File: src/rtl/bin_load_ctrl_pkg.sv
// Shared encodings for the bin load controller: FSM states, result codes, literal width.
package bin_load_ctrl_pkg;

    localparam int LIT_W = 3;

    typedef logic [3:0] state_t;

    localparam state_t S_IDLE     = 4'd0;
    localparam state_t S_LOAD_C   = 4'd1;
    localparam state_t S_LOAD_VS  = 4'd2;
    localparam state_t S_LOAD_LS  = 4'd3;
    localparam state_t S_START    = 4'd4;
    localparam state_t S_RUN      = 4'd5;
    localparam state_t S_RDBK_REQ = 4'd6;
    localparam state_t S_RDBK_OUT = 4'd7;
    localparam state_t S_FIN      = 4'd8;

    localparam logic [1:0] RES_NONE  = 2'b00;
    localparam logic [1:0] RES_SAT   = 2'b01;
    localparam logic [1:0] RES_UNSAT = 2'b10;
    localparam logic [1:0] RES_TMO   = 2'b11;

endpackage

File: src/rtl/bin_rdbk_buf.sv
// Single-entry registered buffer for readback rows: load captures din, out_vld holds
// data stable until out_rdy; flush drops the entry. One cycle load-to-valid.
module bin_rdbk_buf #(
    parameter int W = 24
) (
    input  logic         clk,
    input  logic         rst,
    input  logic         flush,
    input  logic         load,
    input  logic [W-1:0] din,
    input  logic         out_rdy,
    output logic         out_vld,
    output logic [W-1:0] dout
);

    always_ff @(posedge clk or negedge rst) begin
        if (!rst) begin
            out_vld <= 1'b0;
            dout    <= '0;
        end else if (flush) begin
            out_vld <= 1'b0;
        end else if (load) begin
            out_vld <= 1'b1;
            dout    <= din;
        end else if (out_vld && out_rdy) begin
            out_vld <= 1'b0;
        end
    end

endmodule

File: src/rtl/bin_load_ctrl.sv
// Loads one bin (clause rows, var/level states) into the solver engine, runs it, optionally
// streams the clause rows back; clause input and readback use valid/ready, abort forces FIN.
module bin_load_ctrl
    import bin_load_ctrl_pkg::*;
#(
    parameter int NUM_CLAUSES      = 8,
    parameter int NUM_VARS         = 8,
    parameter int NUM_LVLS         = 8,
    parameter int WIDTH_LVL        = 16,
    parameter int WIDTH_VAR_STATES = 19,
    parameter int WIDTH_LVL_STATES = 11,
    parameter int WIDTH_CYC        = 24,
    parameter int TIMEOUT_CYC      = 1_000_000
) (
    input  logic                                 clk,
    input  logic                                 rst,
    input  logic                                 start_i,
    input  logic                                 abort_i,
    input  logic                                 rb_en_i,
    input  logic [WIDTH_LVL-1:0]                 cur_bin_num_i,
    input  logic [WIDTH_LVL-1:0]                 load_lvl_i,
    input  logic [WIDTH_LVL-1:0]                 base_lvl_i,
    input  logic [WIDTH_VAR_STATES*NUM_VARS-1:0] vs_i,
    input  logic [WIDTH_LVL_STATES*NUM_LVLS-1:0] ls_i,
    input  logic                                 cl_valid_i,
    output logic                                 cl_ready_o,
    input  logic [NUM_VARS*LIT_W-1:0]            cl_data_i,
    output logic [NUM_CLAUSES-1:0]               wr_carray_o,
    output logic [NUM_CLAUSES-1:0]               rd_carray_o,
    output logic [NUM_VARS*LIT_W-1:0]            clause_o,
    input  logic [NUM_VARS*LIT_W-1:0]            clause_i,
    output logic [NUM_VARS-1:0]                  wr_var_states_o,
    output logic [WIDTH_VAR_STATES*NUM_VARS-1:0] vars_states_o,
    output logic [NUM_LVLS-1:0]                  wr_lvl_states_o,
    output logic [WIDTH_LVL_STATES*NUM_LVLS-1:0] lvl_states_o,
    output logic                                 start_core_o,
    output logic                                 base_lvl_en_o,
    output logic [WIDTH_LVL-1:0]                 cur_bin_num_o,
    output logic [WIDTH_LVL-1:0]                 load_lvl_o,
    output logic [WIDTH_LVL-1:0]                 base_lvl_o,
    input  logic                                 done_core_i,
    input  logic                                 sat_i,
    input  logic                                 unsat_i,
    input  logic [WIDTH_LVL-1:0]                 bkt_lvl_i,
    output logic                                 rb_valid_o,
    input  logic                                 rb_ready_i,
    output logic [NUM_VARS*LIT_W-1:0]            rb_data_o,
    output logic                                 busy_o,
    output logic                                 done_o,
    output logic [1:0]                           result_o,
    output logic [WIDTH_LVL-1:0]                 bkt_lvl_o,
    output logic [WIDTH_CYC-1:0]                 cycles_o
);

    localparam int RW = (NUM_CLAUSES > 1) ? $clog2(NUM_CLAUSES) : 1;
    localparam logic [RW-1:0]        LAST_ROW = RW'(NUM_CLAUSES - 1);
    localparam logic [WIDTH_CYC-1:0] TO_LAST  = WIDTH_CYC'(TIMEOUT_CYC - 1);

    state_t                 state, state_nxt;
    logic [RW-1:0]          row;
    logic                   rb_en_q, rd_pend;
    logic                   cl_hs, rb_hs, last_row, run_tmo, abort_act;
    logic [NUM_CLAUSES-1:0] row_oh;

    assign last_row  = (row == LAST_ROW);
    assign row_oh    = NUM_CLAUSES'(1) << row;
    assign cl_hs     = (state == S_LOAD_C) && cl_valid_i;
    assign rb_hs     = (state == S_RDBK_OUT) && rb_valid_o && rb_ready_i;
    assign run_tmo   = (state == S_RUN) && (TIMEOUT_CYC != 0) && (cycles_o == TO_LAST);
    // FIN is already terminating; re-entering it would stretch the done pulse.
    assign abort_act = abort_i && (state != S_IDLE) && (state != S_FIN);

    always_comb begin
        state_nxt = state;
        case (state)
            S_IDLE:     if (start_i) state_nxt = S_LOAD_C;
            S_LOAD_C:   if (cl_hs && last_row) state_nxt = S_LOAD_VS;
            S_LOAD_VS:  state_nxt = S_LOAD_LS;
            S_LOAD_LS:  state_nxt = S_START;
            S_START:    state_nxt = S_RUN;
            S_RUN: begin
                if (done_core_i)  state_nxt = rb_en_q ? S_RDBK_REQ : S_FIN;
                else if (run_tmo) state_nxt = S_FIN;
            end
            S_RDBK_REQ: state_nxt = S_RDBK_OUT;
            S_RDBK_OUT: if (rb_hs) state_nxt = last_row ? S_FIN : S_RDBK_REQ;
            S_FIN:      state_nxt = S_IDLE;
            default:    state_nxt = S_IDLE;
        endcase
        if (abort_act) state_nxt = S_FIN;
    end

    always_ff @(posedge clk or negedge rst) begin
        if (!rst) begin
            state         <= S_IDLE;
            row           <= '0;
            rb_en_q       <= 1'b0;
            rd_pend       <= 1'b0;
            cur_bin_num_o <= '0;
            load_lvl_o    <= '0;
            base_lvl_o    <= '0;
            vars_states_o <= '0;
            lvl_states_o  <= '0;
            result_o      <= RES_NONE;
            bkt_lvl_o     <= '0;
            cycles_o      <= '0;
        end else begin
            state   <= state_nxt;
            // clause_i answers one cycle after rd_carray_o, so capture is deferred a cycle
            rd_pend <= (state == S_RDBK_REQ) && !abort_act;
            if (state == S_IDLE && start_i) begin
                row           <= '0;
                rb_en_q       <= rb_en_i;
                cur_bin_num_o <= cur_bin_num_i;
                load_lvl_o    <= load_lvl_i;
                base_lvl_o    <= base_lvl_i;
                vars_states_o <= vs_i;
                lvl_states_o  <= ls_i;
                result_o      <= RES_NONE;
                bkt_lvl_o     <= '0;
                cycles_o      <= '0;
            end
            if (cl_hs || rb_hs) row <= last_row ? '0 : row + 1'b1;
            if (state == S_RUN) begin
                if (cycles_o != '1) cycles_o <= cycles_o + 1'b1;
                if (done_core_i) begin
                    result_o  <= sat_i ? RES_SAT : (unsat_i ? RES_UNSAT : RES_NONE);
                    bkt_lvl_o <= bkt_lvl_i;
                    row       <= '0;
                end else if (run_tmo) begin
                    result_o  <= RES_TMO;
                end
            end
            if (abort_act) result_o <= RES_TMO;
        end
    end

    assign busy_o          = (state != S_IDLE);
    assign done_o          = (state == S_FIN);
    assign cl_ready_o      = (state == S_LOAD_C);
    assign wr_carray_o     = cl_hs ? row_oh : '0;
    assign clause_o        = cl_hs ? cl_data_i : '0;
    assign rd_carray_o     = (state == S_RDBK_REQ) ? row_oh : '0;
    assign wr_var_states_o = {NUM_VARS{state == S_LOAD_VS}};
    assign wr_lvl_states_o = {NUM_LVLS{state == S_LOAD_LS}};
    assign start_core_o    = (state == S_START);
    assign base_lvl_en_o   = (state == S_START);

    bin_rdbk_buf #(
        .W (NUM_VARS*LIT_W)
    ) u_rdbk_buf (
        .clk     (clk),
        .rst     (rst),
        .flush   (abort_act),
        .load    (rd_pend),
        .din     (clause_i),
        .out_rdy (rb_ready_i),
        .out_vld (rb_valid_o),
        .dout    (rb_data_o)
    );

endmodule

File: config.mk
export PLATFORM = sky130hd
export DESIGN_NAME = bin_load_ctrl
export DESIGN_NICKNAME = d
export VERILOG_FILES = /design/src/rtl/bin_load_ctrl_pkg.sv /design/src/rtl/bin_rdbk_buf.sv /design/src/rtl/bin_load_ctrl.sv
export SDC_FILE = /design/constraint.sdc
export NUM_CORES = 1
export LEC_CHECK = 0
export ABC_CLOCK_PERIOD_IN_PS = 3300
export BUFFER_PORTS_ARGS = -buffer_cell sky130_fd_sc_hd__buf_4
export CORE_AREA = 2 2 305 307
export DETAILED_ROUTE_END_ITERATION = 8
export DIE_AREA = 0 0 307 309
export PLACE_DENSITY = 0.42
export SLEW_MARGIN = 20
export SYNTH_ARGS = -nofsm -noshare
export SYNTH_HDL_FRONTEND = slang
export SYNTH_SLANG_ARGS = --single-unit
File: constraint.sdc
create_clock -name clk -period 3.3 [get_ports clk]
set_clock_uncertainty 0.05 [all_clocks]
set_input_delay 0.495 -clock clk [delete_from_list [all_inputs] [get_ports clk]]
set_output_delay 0.495 -clock clk [all_outputs]
set_load 0.05 [all_outputs]
==> flow_metrics.tcl <==
set metrics [dict create \
    max-clock-path-buffers 3 \
    cts.htree.levels 2 \
    ctsResizeCount 0 \
    num-fill-cells 9994 \
    post_cts_setup_buffer_count 0 \
    dieWidth_um 307 \
    maxClockFrequency_mhz 342 \
    fp-row-count 111 \
    setup.worst_path.start_class "flip-flop" \
    synth_area_mm2 0.0147 \
    worst_ir_drop_vdd_mv 0.499 \
    crit_path_end "clause_o[11]" \
    regArea_mm2 0.00911 \
    power_density_mw_per_mm2 1140 \
    synth.distinct_cells 50 \
    fin_crit_sh 0.887 \
    synth_largest_area_cell "sky130_fd_sc_hd__dfrtp_1" \
    grt_remaining_overflow 0 \
    globalplace.congestion 0.771 \
    final-hold-violation-count 0 \
    antenna_found_initial 3 \
    min_path_type "in2reg" \
    wl_per_cell_um 16.8 \
    reg2reg_setup_slack_ns 0.57 \
    reg2regPathDepth 5 \
    sw_frac_of_total 0.502 \
    die_height_um 309 \
    path_class "reg2out" \
    final_max_slew_viol_count 0 \
    grt_start_max_net_pins 73 \
    worst_ep_required_time_ns 2.75 \
    place_worst_setup_slack_ns 0.568 \
    vias 13600 \
    half_perimeter_wire_length_of_the_detailed_placement_result_um 46100 \
    detail_route.first_pass.iterations 5 \
    mostFrequentLayoutCells "892 x sky130_fd_sc_hd__nand2_1, 815 x sky130_fd_sc_hd__buf_4, 364 x sky130_fd_sc_hd__dfrtp_1, 48 x sky130_fd_sc_hd__clkbuf_16, 40 x sky130_fd_sc_hd__and3_1" \
    initial_core_util 0.161 \
    synthesis.yosys.warnings 0 \
    tritoncts_clock_tree "built" \
    startpoint "state[1]" \
    placement.io_buffers 777 \
    core_region_area_mm2 0.0914 \
    synth.yosys.seq_area_share 0.619 \
    count_of_flip_flops_with_a_built_in_enable_after_synthesis 0 \
    max_capacitance_violation_total 0 \
    worst_pin_slew_ns 0.768 \
    p_leak_nw 12.9 \
    max_slew_margin 0.483 \
    smallest_setup_slack_after_layout_ns 0.373 \
    drt_first_iter_violations 727 \
    worstReg2RegEnd "state[2]" \
    grt.total_usage 0.122 \
    detail-route-antenna-nets 0 \
    clock_power_share 0.193 \
    yosys_register_bits 364 \
    pin_count 778 \
    layout_min_cycle_time_ns 2.93 \
    critical_path_arrival_ns 2.38 \
    hold_buffers_post_cts 23 \
    synth-main-ff-cell "sky130_fd_sc_hd__dfrtp_1" \
    global_route_wire_length_before_repair_um 89300 \
    syn2layout_area_growth_pct 62.3 \
    synth.avg_cell_area_um2 9.19 \
    netlist_instances 1602 \
    critPathCaptureType "output pin" \
    run_status "completed" \
    clock-sinks 364 \
    worst_skew_pair.late_latency_ns 0.57 \
    power_frac_seq 0.272 \
    setup_violations 0 \
    syn_nets 1971 \
    cts_made_buffers 47 \
    layout.nets 2770 \
    fraction_of_synthesized_cell_area_taken_by_the_top_area_cell_type 0.619 \
    asyncSetResetFlopFracSynth 1.00 \
    p_int_mw 13.6 \
    worstReg2RegStart "state[2]" \
    cts.clk_slew.worst_paths_ns 0.06 \
    power.combinational.fraction 0.535 \
    drc 0 \
    grt_setup_unrepaired "no" \
    vias_per_cell 3.76 \
    net_switching_power_of_the_design_mw 13.7 \
    multiInputGateArea_mm2 0.00510 \
    clk_root_buffer_cell "sky130_fd_sc_hd__clkbuf_16" \
    fp.dieArea_mm2 0.0949 \
    final_common_cell "sky130_fd_sc_hd__nand2_1" \
    route.final.wire_length_um 60700 \
    number_of_global_route_vias_before_repair 14000 \
    synth.top_cells.by_area "sky130_fd_sc_hd__dfrtp_1 62%, sky130_fd_sc_hd__nand2_1 23%, sky130_fd_sc_hd__mux2_2 2.0%" \
    crit_path_max_fo 27 \
    drive_gt1_frac 0.385 \
    tns_ns 0 \
]
[layout make-up]
type | count | area share
inverter | 12 | 0.00189
clock inverter | 13 | 0.00681
tap | 1186 | 0.0621
antenna | 1 | 0.000105
clock buffer | 72 | 0.0587
multi-input combinational | 1126 | 0.213
sequential | 364 | 0.381
timing repair buffer | 850 | 0.276
[stage by stage]
step                area, um^2  hold WS [ns]  utilization  power (mW)  cells
global placement         22100         0.410        0.242        22.2   3515
detailed placement       22100         0.413        0.242        22.2   3515
global route             23900        0.0177        0.261        28.8   3624
CTS                      23900     0.0000915        0.261        27.7   3623
finish                   23900        0.0522        0.261        27.2   3624
floorplan                14700         0.149            -        16.9   1602
[metal layers]
layer / GRT usage / vias up / part of all wire
met4: 0.0332 / 2 / 0.022
met1: 0.147 / 6454 / 0.41
met2: 0.209 / 438 / 0.49
met3: 0.0366 / 82 / 0.075
li1: - / 6639 / -
met5: 0 / - / 0.00021
[synth_stat cells (4+ instances only)]
library cell               count
sky130_fd_sc_hd__a211oi_1      6
sky130_fd_sc_hd__a21oi_1       9
sky130_fd_sc_hd__a22o_1       16
sky130_fd_sc_hd__and2_1        5
sky130_fd_sc_hd__and3_1       40
sky130_fd_sc_hd__buf_2        38
sky130_fd_sc_hd__buf_4        15
sky130_fd_sc_hd__clkbuf_1     47
sky130_fd_sc_hd__dfrtp_1     364
sky130_fd_sc_hd__ha_1          7
sky130_fd_sc_hd__inv_1        12
sky130_fd_sc_hd__mux2_2       26
sky130_fd_sc_hd__mux2i_1       7
sky130_fd_sc_hd__nand2_1     893
sky130_fd_sc_hd__nand2b_1      4
sky130_fd_sc_hd__nand3_1      11
sky130_fd_sc_hd__nand4_1       8
sky130_fd_sc_hd__nor2_1       20
sky130_fd_sc_hd__nor2b_1       4
sky130_fd_sc_hd__nor3_1       11
sky130_fd_sc_hd__nor4_1        4
sky130_fd_sc_hd__o211ai_1      6
sky130_fd_sc_hd__o21ai_0       5
sky130_fd_sc_hd__o31ai_1       8
[critical path, cell delays in order, from the launching register on]
cell,delay [ns]
sky130_fd_sc_hd__dfrtp_1,0.47
sky130_fd_sc_hd__nand2b_1,0.21
sky130_fd_sc_hd__nor3_2,0.34
sky130_fd_sc_hd__buf_4,0.35
sky130_fd_sc_hd__and3_1,0.22
sky130_fd_sc_hd__buf_4,0.21
[state kept, by name, summed over array words and instances, names as in the netlist, 2 cells and up]
name             cells
vars_states_o      152
lvl_states_o        88
u_rdbk_buf.dout     24
base_lvl_o          16
load_lvl_o          16
state                4
cycles_o            24
row                  3
result_o             2
bkt_lvl_o           16
cur_bin_num_o       16
[cells by family after synthesis]
logic type      Yosys count  share of synthesized area
simple gates           1019                      0.279
flops                   364                      0.619
buf+inv                 112                     0.0356
compound gates           62                     0.0321
mux                      35                     0.0262
fa+ha+maj                 7                    0.00595
xor+xnor                  3                    0.00179
[worst min-delay path by stage]
stage / startpoint / slack, ns / cells after the start / to
after detailed placement: vars_states_o[123] / 0.41 / 2 / vars_states_o[123]
after floorplan: rst / 0.15 / 0 / base_lvl_o[0]
after global placement: vars_states_o[73] / 0.41 / 2 / vars_states_o[73]
after CTS: ls_i[22] / 0.00009 / 3 / lvl_states_o[22]
after global routing: ls_i[34] / 0.02 / 3 / lvl_states_o[34]
final: ls_i[28] / 0.05 / 3 / lvl_states_o[28]
[power by group through the flow]
| stage | Sequential [mW] | Combinational [mW] | Clock (mW) |
|---|---|---|---|
| floorplan | 13.6 | 3.32 | 0 |
| detailed placement | 7.43 | 14.8 | 0 |
| global route | 7.66 | 15.5 | 5.63 |
| finish | 7.41 | 14.6 | 5.25 |
| global placement | 7.44 | 14.8 | 0 |
| CTS | 7.42 | 14.8 | 5.47 |
(Power assumes the default switching activity.)
